==> src/rtl/mc_ctrl_pkg.sv <==
// mc_ctrl_pkg: shared types and encodings for the multi-cycle control path.
// Holds the FSM state enum, RV32 opcode values, datapath mux encodings and
// ALU operation codes used by mc_control_path and mc_alu_decoder.
package mc_ctrl_pkg;

  typedef enum logic [3:0] {
    S_FETCH,
    S_DECODE,
    S_MEMADR,
    S_MEMREAD,
    S_MEMWB,
    S_MEMWRITE,
    S_EXECR,
    S_EXECI,
    S_ALUWB,
    S_BRANCH,
    S_JAL,
    S_UPPER,
    S_TRAP
  } state_t;

  // Coarse ALU request from the FSM; FUNCT defers to the instruction fields
  typedef enum logic [1:0] {
    ALUOP_ADD,
    ALUOP_SUB,
    ALUOP_FUNCT,
    ALUOP_PASSB
  } alu_op_t;

  localparam logic [6:0] OP_LOAD   = 7'b0000011;
  localparam logic [6:0] OP_STORE  = 7'b0100011;
  localparam logic [6:0] OP_RTYPE  = 7'b0110011;
  localparam logic [6:0] OP_ITYPE  = 7'b0010011;
  localparam logic [6:0] OP_BRANCH = 7'b1100011;
  localparam logic [6:0] OP_JAL    = 7'b1101111;
  localparam logic [6:0] OP_LUI    = 7'b0110111;
  localparam logic [6:0] OP_AUIPC  = 7'b0010111;

  localparam logic [1:0] SRC_A_PC    = 2'b00;
  localparam logic [1:0] SRC_A_OLDPC = 2'b01;
  localparam logic [1:0] SRC_A_RS1   = 2'b10;

  localparam logic [1:0] SRC_B_RS2  = 2'b00;
  localparam logic [1:0] SRC_B_IMM  = 2'b01;
  localparam logic [1:0] SRC_B_FOUR = 2'b10;

  localparam logic [1:0] RES_ALUOUT = 2'b00;
  localparam logic [1:0] RES_DATA   = 2'b01;
  localparam logic [1:0] RES_ALU    = 2'b10;

  localparam logic [2:0] IMM_I = 3'b000;
  localparam logic [2:0] IMM_S = 3'b001;
  localparam logic [2:0] IMM_B = 3'b010;
  localparam logic [2:0] IMM_J = 3'b011;
  localparam logic [2:0] IMM_U = 3'b100;

  localparam logic [2:0] F3_BEQ  = 3'b000;
  localparam logic [2:0] F3_BNE  = 3'b001;
  localparam logic [2:0] F3_BLT  = 3'b100;
  localparam logic [2:0] F3_BGE  = 3'b101;
  localparam logic [2:0] F3_BLTU = 3'b110;
  localparam logic [2:0] F3_BGEU = 3'b111;

  // The low three bits form the base set; sltu, sra and pass-B carry a
  // fourth bit, so a 3-bit alu_control folds them onto slt, srl and add.
  localparam logic [3:0] ALU_ADD   = 4'b0000;
  localparam logic [3:0] ALU_SUB   = 4'b0001;
  localparam logic [3:0] ALU_AND   = 4'b0010;
  localparam logic [3:0] ALU_OR    = 4'b0011;
  localparam logic [3:0] ALU_XOR   = 4'b0100;
  localparam logic [3:0] ALU_SLT   = 4'b0101;
  localparam logic [3:0] ALU_SLL   = 4'b0110;
  localparam logic [3:0] ALU_SRL   = 4'b0111;
  localparam logic [3:0] ALU_PASSB = 4'b1000;
  localparam logic [3:0] ALU_SLTU  = 4'b1101;
  localparam logic [3:0] ALU_SRA   = 4'b1111;

endpackage

==> src/rtl/mc_alu_decoder.sv <==
// mc_alu_decoder: turns the FSM's coarse ALU request plus funct3/funct7/opcode
// into the ALU operation code. Purely combinational.
module mc_alu_decoder
  import mc_ctrl_pkg::*;
#(
  parameter int ALU_CTRL_W = 3
) (
  input  logic [6:0]            op_code,
  input  logic [2:0]            funct3,
  input  logic [6:0]            funct7,
  input  alu_op_t               alu_op,
  output logic [ALU_CTRL_W-1:0] alu_control
);

  logic [3:0] code;
  logic       unused_fields;

  // Only funct7[5] and opcode bit 5 (R-type vs I-type) select operations
  assign unused_fields = ^{funct7[6], funct7[4:0], op_code[6], op_code[4:0]};

  // funct7[5] selects sub only for R-type; it selects sra for both forms
  always_comb begin
    code = ALU_ADD;
    case (alu_op)
      ALUOP_ADD:   code = ALU_ADD;
      ALUOP_SUB:   code = ALU_SUB;
      ALUOP_PASSB: code = ALU_PASSB;
      default: begin
        case (funct3)
          3'b000:  code = (op_code[5] && funct7[5]) ? ALU_SUB : ALU_ADD;
          3'b001:  code = ALU_SLL;
          3'b010:  code = ALU_SLT;
          3'b011:  code = ALU_SLTU;
          3'b100:  code = ALU_XOR;
          3'b101:  code = funct7[5] ? ALU_SRA : ALU_SRL;
          3'b110:  code = ALU_OR;
          default: code = ALU_AND;
        endcase
      end
    endcase
  end

  assign alu_control = ALU_CTRL_W'(code);

endmodule

==> src/rtl/mc_control_path.sv <==
// mc_control_path: multi-cycle RV32 control FSM sharing one ALU and one
// unified memory, with memory wait states and an illegal-instruction trap.
// Optional macro MC_CTRL_UPPER_EN adds lui/auipc through the UPPER state;
// without it those opcodes trap.
module mc_control_path
  import mc_ctrl_pkg::*;
#(
  parameter int ALU_CTRL_W  = 3,
  parameter int BRANCH_FULL = 1
) (
  input  logic                  clk,
  input  logic                  rst,
  input  logic [6:0]            op_code,
  input  logic [2:0]            funct3,
  input  logic [6:0]            funct7,
  input  logic                  zero,
  input  logic                  lt,
  input  logic                  ltu,
  input  logic                  mem_ready,
  output logic                  mem_req,
  output logic                  mem_w,
  output logic                  adr_src,
  output logic                  ir_w,
  output logic                  pc_w,
  output logic                  reg_w,
  output logic [1:0]            alu_src_a,
  output logic [1:0]            alu_src_b,
  output logic [1:0]            result_src,
  output logic [2:0]            imm_src,
  output logic [ALU_CTRL_W-1:0] alu_control,
  output logic                  illegal
);

  state_t  state;
  state_t  state_next;
  alu_op_t alu_op;
  logic    branch_ok;
  logic    taken;

  // State register; reset abandons any access in flight
  always_ff @(posedge clk) begin
    if (rst) state <= S_FETCH;
    else     state <= state_next;
  end

  // Branch condition; reduced builds accept only beq/bne
  always_comb begin
    branch_ok = 1'b0;
    taken     = 1'b0;
    case (funct3)
      F3_BEQ:  begin branch_ok = 1'b1;               taken = zero;  end
      F3_BNE:  begin branch_ok = 1'b1;               taken = !zero; end
      F3_BLT:  begin branch_ok = (BRANCH_FULL != 0); taken = lt;    end
      F3_BGE:  begin branch_ok = (BRANCH_FULL != 0); taken = !lt;   end
      F3_BLTU: begin branch_ok = (BRANCH_FULL != 0); taken = ltu;   end
      F3_BGEU: begin branch_ok = (BRANCH_FULL != 0); taken = !ltu;  end
      default: begin branch_ok = 1'b0;               taken = 1'b0;  end
    endcase
  end

  // Next state and Moore outputs; only FETCH and BRANCH gate enables on inputs
  always_comb begin
    state_next = state;
    mem_req    = 1'b0;
    mem_w      = 1'b0;
    adr_src    = 1'b0;
    ir_w       = 1'b0;
    pc_w       = 1'b0;
    reg_w      = 1'b0;
    alu_src_a  = SRC_A_PC;
    alu_src_b  = SRC_B_RS2;
    result_src = RES_ALUOUT;
    imm_src    = IMM_I;
    alu_op     = ALUOP_ADD;
    illegal    = 1'b0;
    case (state)
      S_FETCH: begin
        mem_req    = 1'b1;
        alu_src_b  = SRC_B_FOUR;
        result_src = RES_ALU;
        if (mem_ready) begin
          ir_w       = 1'b1;
          pc_w       = 1'b1;
          state_next = S_DECODE;
        end
      end
      S_DECODE: begin
        alu_src_a = SRC_A_OLDPC;
        alu_src_b = SRC_B_IMM;
        imm_src   = (op_code == OP_JAL) ? IMM_J : IMM_B;
        case (op_code)
          OP_LOAD, OP_STORE: state_next = S_MEMADR;
          OP_RTYPE:          state_next = S_EXECR;
          OP_ITYPE:          state_next = S_EXECI;
          OP_BRANCH:         state_next = S_BRANCH;
          OP_JAL:            state_next = S_JAL;
`ifdef MC_CTRL_UPPER_EN
          OP_LUI, OP_AUIPC:  state_next = S_UPPER;
`endif
          default:           state_next = S_TRAP;
        endcase
      end
      S_MEMADR: begin
        alu_src_a  = SRC_A_RS1;
        alu_src_b  = SRC_B_IMM;
        imm_src    = op_code[5] ? IMM_S : IMM_I;
        state_next = op_code[5] ? S_MEMWRITE : S_MEMREAD;
      end
      S_MEMREAD: begin
        mem_req = 1'b1;
        adr_src = 1'b1;
        if (mem_ready) state_next = S_MEMWB;
      end
      S_MEMWB: begin
        result_src = RES_DATA;
        reg_w      = 1'b1;
        state_next = S_FETCH;
      end
      S_MEMWRITE: begin
        mem_req = 1'b1;
        mem_w   = 1'b1;
        adr_src = 1'b1;
        if (mem_ready) state_next = S_FETCH;
      end
      S_EXECR: begin
        alu_src_a  = SRC_A_RS1;
        alu_op     = ALUOP_FUNCT;
        state_next = S_ALUWB;
      end
      S_EXECI: begin
        alu_src_a  = SRC_A_RS1;
        alu_src_b  = SRC_B_IMM;
        alu_op     = ALUOP_FUNCT;
        state_next = S_ALUWB;
      end
      S_ALUWB: begin
        reg_w      = 1'b1;
        state_next = S_FETCH;
      end
      S_BRANCH: begin
        alu_src_a = SRC_A_RS1;
        alu_op    = ALUOP_SUB;
        if (branch_ok) begin
          pc_w       = taken;
          state_next = S_FETCH;
        end else begin
          state_next = S_TRAP;
        end
      end
      S_JAL: begin
        alu_src_a  = SRC_A_OLDPC;
        alu_src_b  = SRC_B_FOUR;
        pc_w       = 1'b1;
        state_next = S_ALUWB;
      end
`ifdef MC_CTRL_UPPER_EN
      S_UPPER: begin
        alu_src_b  = SRC_B_IMM;
        imm_src    = IMM_U;
        alu_src_a  = op_code[5] ? SRC_A_PC : SRC_A_OLDPC;
        alu_op     = op_code[5] ? ALUOP_PASSB : ALUOP_ADD;
        state_next = S_ALUWB;
      end
`endif
      S_TRAP: begin
        illegal    = 1'b1;
        state_next = S_TRAP;
      end
      default: state_next = S_TRAP;
    endcase
  end

  mc_alu_decoder #(
    .ALU_CTRL_W(ALU_CTRL_W)
  ) u_alu_decoder (
    .op_code    (op_code),
    .funct3     (funct3),
    .funct7     (funct7),
    .alu_op     (alu_op),
    .alu_control(alu_control)
  );

endmodule

==> config.mk <==
export PLATFORM = sky130hd
export DESIGN_NAME = mc_control_path
export DESIGN_NICKNAME = d
export VERILOG_FILES = /design/src/rtl/mc_ctrl_pkg.sv /design/src/rtl/mc_alu_decoder.sv /design/src/rtl/mc_control_path.sv
export SDC_FILE = /design/constraint.sdc
export NUM_CORES = 1
export LEC_CHECK = 0
export ABC_AREA = 1
export BUFFER_PORTS_ARGS = -buffer_cell sky130_fd_sc_hd__buf_2
export CORE_AREA = 2 2 43 45
export CTS_CLUSTER_DIAMETER = 150
export DETAILED_ROUTE_END_ITERATION = 6
export DIE_AREA = 0 0 45 47
export PLACE_DENSITY = 0.8
export SYNTH_ARGS = -nofsm -noshare
export SYNTH_HDL_FRONTEND = slang
export SYNTH_SLANG_ARGS = --single-unit
==> constraint.sdc <==
create_clock -name clk -period 2 [get_ports clk]
set_clock_uncertainty 0.1 [all_clocks]
set_input_delay 0.4 -clock clk [delete_from_list [all_inputs] [get_ports clk]]
set_output_delay 0.4 -clock clk [all_outputs]
set_load 0.1 [all_outputs]
==> flow_metrics.py <==
metrics = {
    "synth": {
        "avgSynthCellArea_um2": 5.16,
        "syn-num-nets": 149,
        "ys.warnings.count": 0,
        "synth-seq-cells": 4,
        "yosysSeqAreaShare": 0.123,
        "netlist_top_cells_area": "nand2_1 21%, dfxtp_1 12%, nand3_1 12%, inv_1 10%, nor2_1 10%",
        "syn_inst": 126,
        "yosysTopAreaCellShare": 0.208,
        "synth_cell_types": 22,
        "yosysTopAreaCell": "nand2_1",
        "mappedNetlistArea_um2": 651,
    },
    "cells_and_area": {
        "top_regs": "state x4",
        "antenna_cells": 0,
        "nets": 191,
        "largest_register_ffs": 4,
        "final_util": 0.744,
        "drive_gt1_frac": 0.446,
        "design_area_mm2": 0.00123,
        "fin_cells": 183,
        "most-common-layout-cells": "35 x nand2_1, 18 x buf_2, 17 x inv_1, 17 x buf_12, 15 x nand3_1",
        "top_register": "state",
        "area_growth_pct": 88.8,
        "final_common_cell": "nand2_1",
    },
    "grt": {
        "use_met1": 0.240,
        "grt.busiest_layer": "met2",
        "overflow": 0,
        "antenna_found_initial": 0,
        "met3_usage": 0.0269,
        "grt_pass1_vias": 873,
        "gr-usage-all-layers": 0.231,
        "gr-usage-met2": 0.466,
        "grt_max_degree": 10,
        "grt_pass1_wl_um": 3570,
    },
    "cts": {
        "cts.clk_slew.worst_paths_ps": 30,
        "cts_sinks": 4,
        "cts_tree": "done",
        "insertion_delay_ps": 230,
        "clk_path_buf_depth": 2,
        "htreeDepth": 1,
        "numCtsBuffers": 3,
        "clockRootBuffer": "clkbuf_4",
    },
    "critical_path": {
        "path_cells": "inv_1 -> nor2_2 -> nand2_1 -> o21ai_0 -> o21bai_4 -> buf_12",
        "cpMaxStageDelayCell": "dfxtp_2",
        "worstSetupEndpointType": "output pin",
        "critPathBufInv": 2,
        "critPathArrivalTime_ps": 1490,
        "cp.required_ps": 1500,
        "critical_path.startpoint_type": "register",
        "crit_type": "register to output pin",
        "cp_max_fo": 7,
        "reg2reg_slack_ps": 650,
        "cpPeakStageDelay_ps": 410,
        "critPathTopFamily": "flip-flops",
    },
    "timing": {
        "slew_viol_final": 0,
        "timing.final.crit_share": 0.996,
        "max_clock_freq_ghz": 0.502,
        "hold_violations": 0,
        "finalSetupViolCount": 0,
        "period_minus_slack_ps": 1990,
        "setup_slack_ps": 8.35,
        "rsz0062_at_grt": "yes",
    },
    "routing": {
        "drtAntennaViolNets": 0,
        "totalWireLength_um": 2430,
        "drt_iter0_markers": 30,
        "drtPass1Iterations": 4,
        "route.detailed.drc": 0,
        "num_vias": 965,
        "wl_per_cell_um": 13.3,
        "via_per_inst": 5.27,
    },
    "power": {
        "ir_drop_mv": 1.78,
        "power_density_mw_per_mm2": 2030,
        "p_leak_nw": 0.630,
    },
    "hold_path": {
        "hold_path.class": "primary input to register",
    },
    "floorplanning": {
        "die_y_um": 47,
        "core_area_mm2": 0.00165,
        "rows": 15,
        "die_w_um": 45,
        "dieArea_mm2": 0.00212,
        "io_pins": 42,
        "initial_core_util": 0.394,
    },
    "place": {
        "place_area_mm2": 0.00116,
        "gp_congestion": 0.878,
        "io_buffers": 34,
        "dp_hpwl_um": 2020,
        "dp_slack_ps": 23.2,
        "dp_cells": 177,
    },
    "outcome": {
        "status": "finished clean",
    },
    "job": {
        "drv_cap": 0,
    },
}
## kinds of logic after synthesis
logic type | synth area share
simple gates | 0.642
buf+inv | 0.127
compound gates | 0.102
flops | 0.123
other cells | 0.00576
## per-stage QoR
step | power [W] | TNS [ps] | hold WS (ps)
after floorplan | 0.00160 | -1390 | 355
after global placement | 0.00227 | 0 | 424
after detailed placement | 0.00230 | 0 | 428
after CTS | 0.00241 | 0 | 250
after global routing | 0.00259 | -193 | 256
final | 0.00250 | 0 | 258
## synth_stat cells
cell / n
nand2_1: 36
inv_1: 18
nor2_1: 18
nand3_1: 16
dfxtp_1: 4
nand2_2: 4
nor3_1: 4
o21ai_0: 4
a21oi_1: 3
nor2_2: 3
nand3_2: 2
nand3b_1: 2
nor2_4: 2
o211ai_1: 2
a21oi_2: 1
and2b_1: 1
buf_4: 1
clkinv_1: 1
conb_1: 1
inv_2: 1
nand4_1: 1
o21bai_1: 1
## what timing repair did
action | CTS | global route
endpoints found under the setup margin | 1 | 5
hold buffers | 0 | 0
hold endpoints to repair | 0 | 0
resized for setup | 1 | 4
pin swaps | 0 | 1
buffers inserted | 0 | 3
## where the power goes
group / internal, W / switching [W] / total, W / leakage (nW)
Sequential: 0.000112 / 0.0000568 / 0.000169 / 0.0344
Clock: 0.0000669 / 0.0000300 / 0.0000969 / 0.0138
Combinational: 0.000727 / 0.00151 / 0.00223 / 0.582
## path summary, 6_finish.rpt
kind,from,to,cells after the start
worst max-delay path,state[1],pc_w,6
worst min-delay path,rst,state[0],2
worst max register to register,state[3],state[3],7
worst min register to register,state[0],state[0],2
## metal layers
| metal | up-vias | routed length [um] |
|---|---|---|
| li1 | 479 | - |
| met1 | 450 | 878 |
| met2 | 34 | 1420 |
| met3 | 2 | 110 |
| met4 | 0 | 15 |
| met5 | - | 0 |
## final cells by class
class	instances	area, um2
Sequential cell	4	85.1
Multi-Input combinational cell	101	572
Clock buffer	3	22.5
Timing Repair Buffer	38	453
Tap cell	17	21.3
Inverter	20	75.1
Fill cell	130	423
Power figures use the tool's default switching activity.
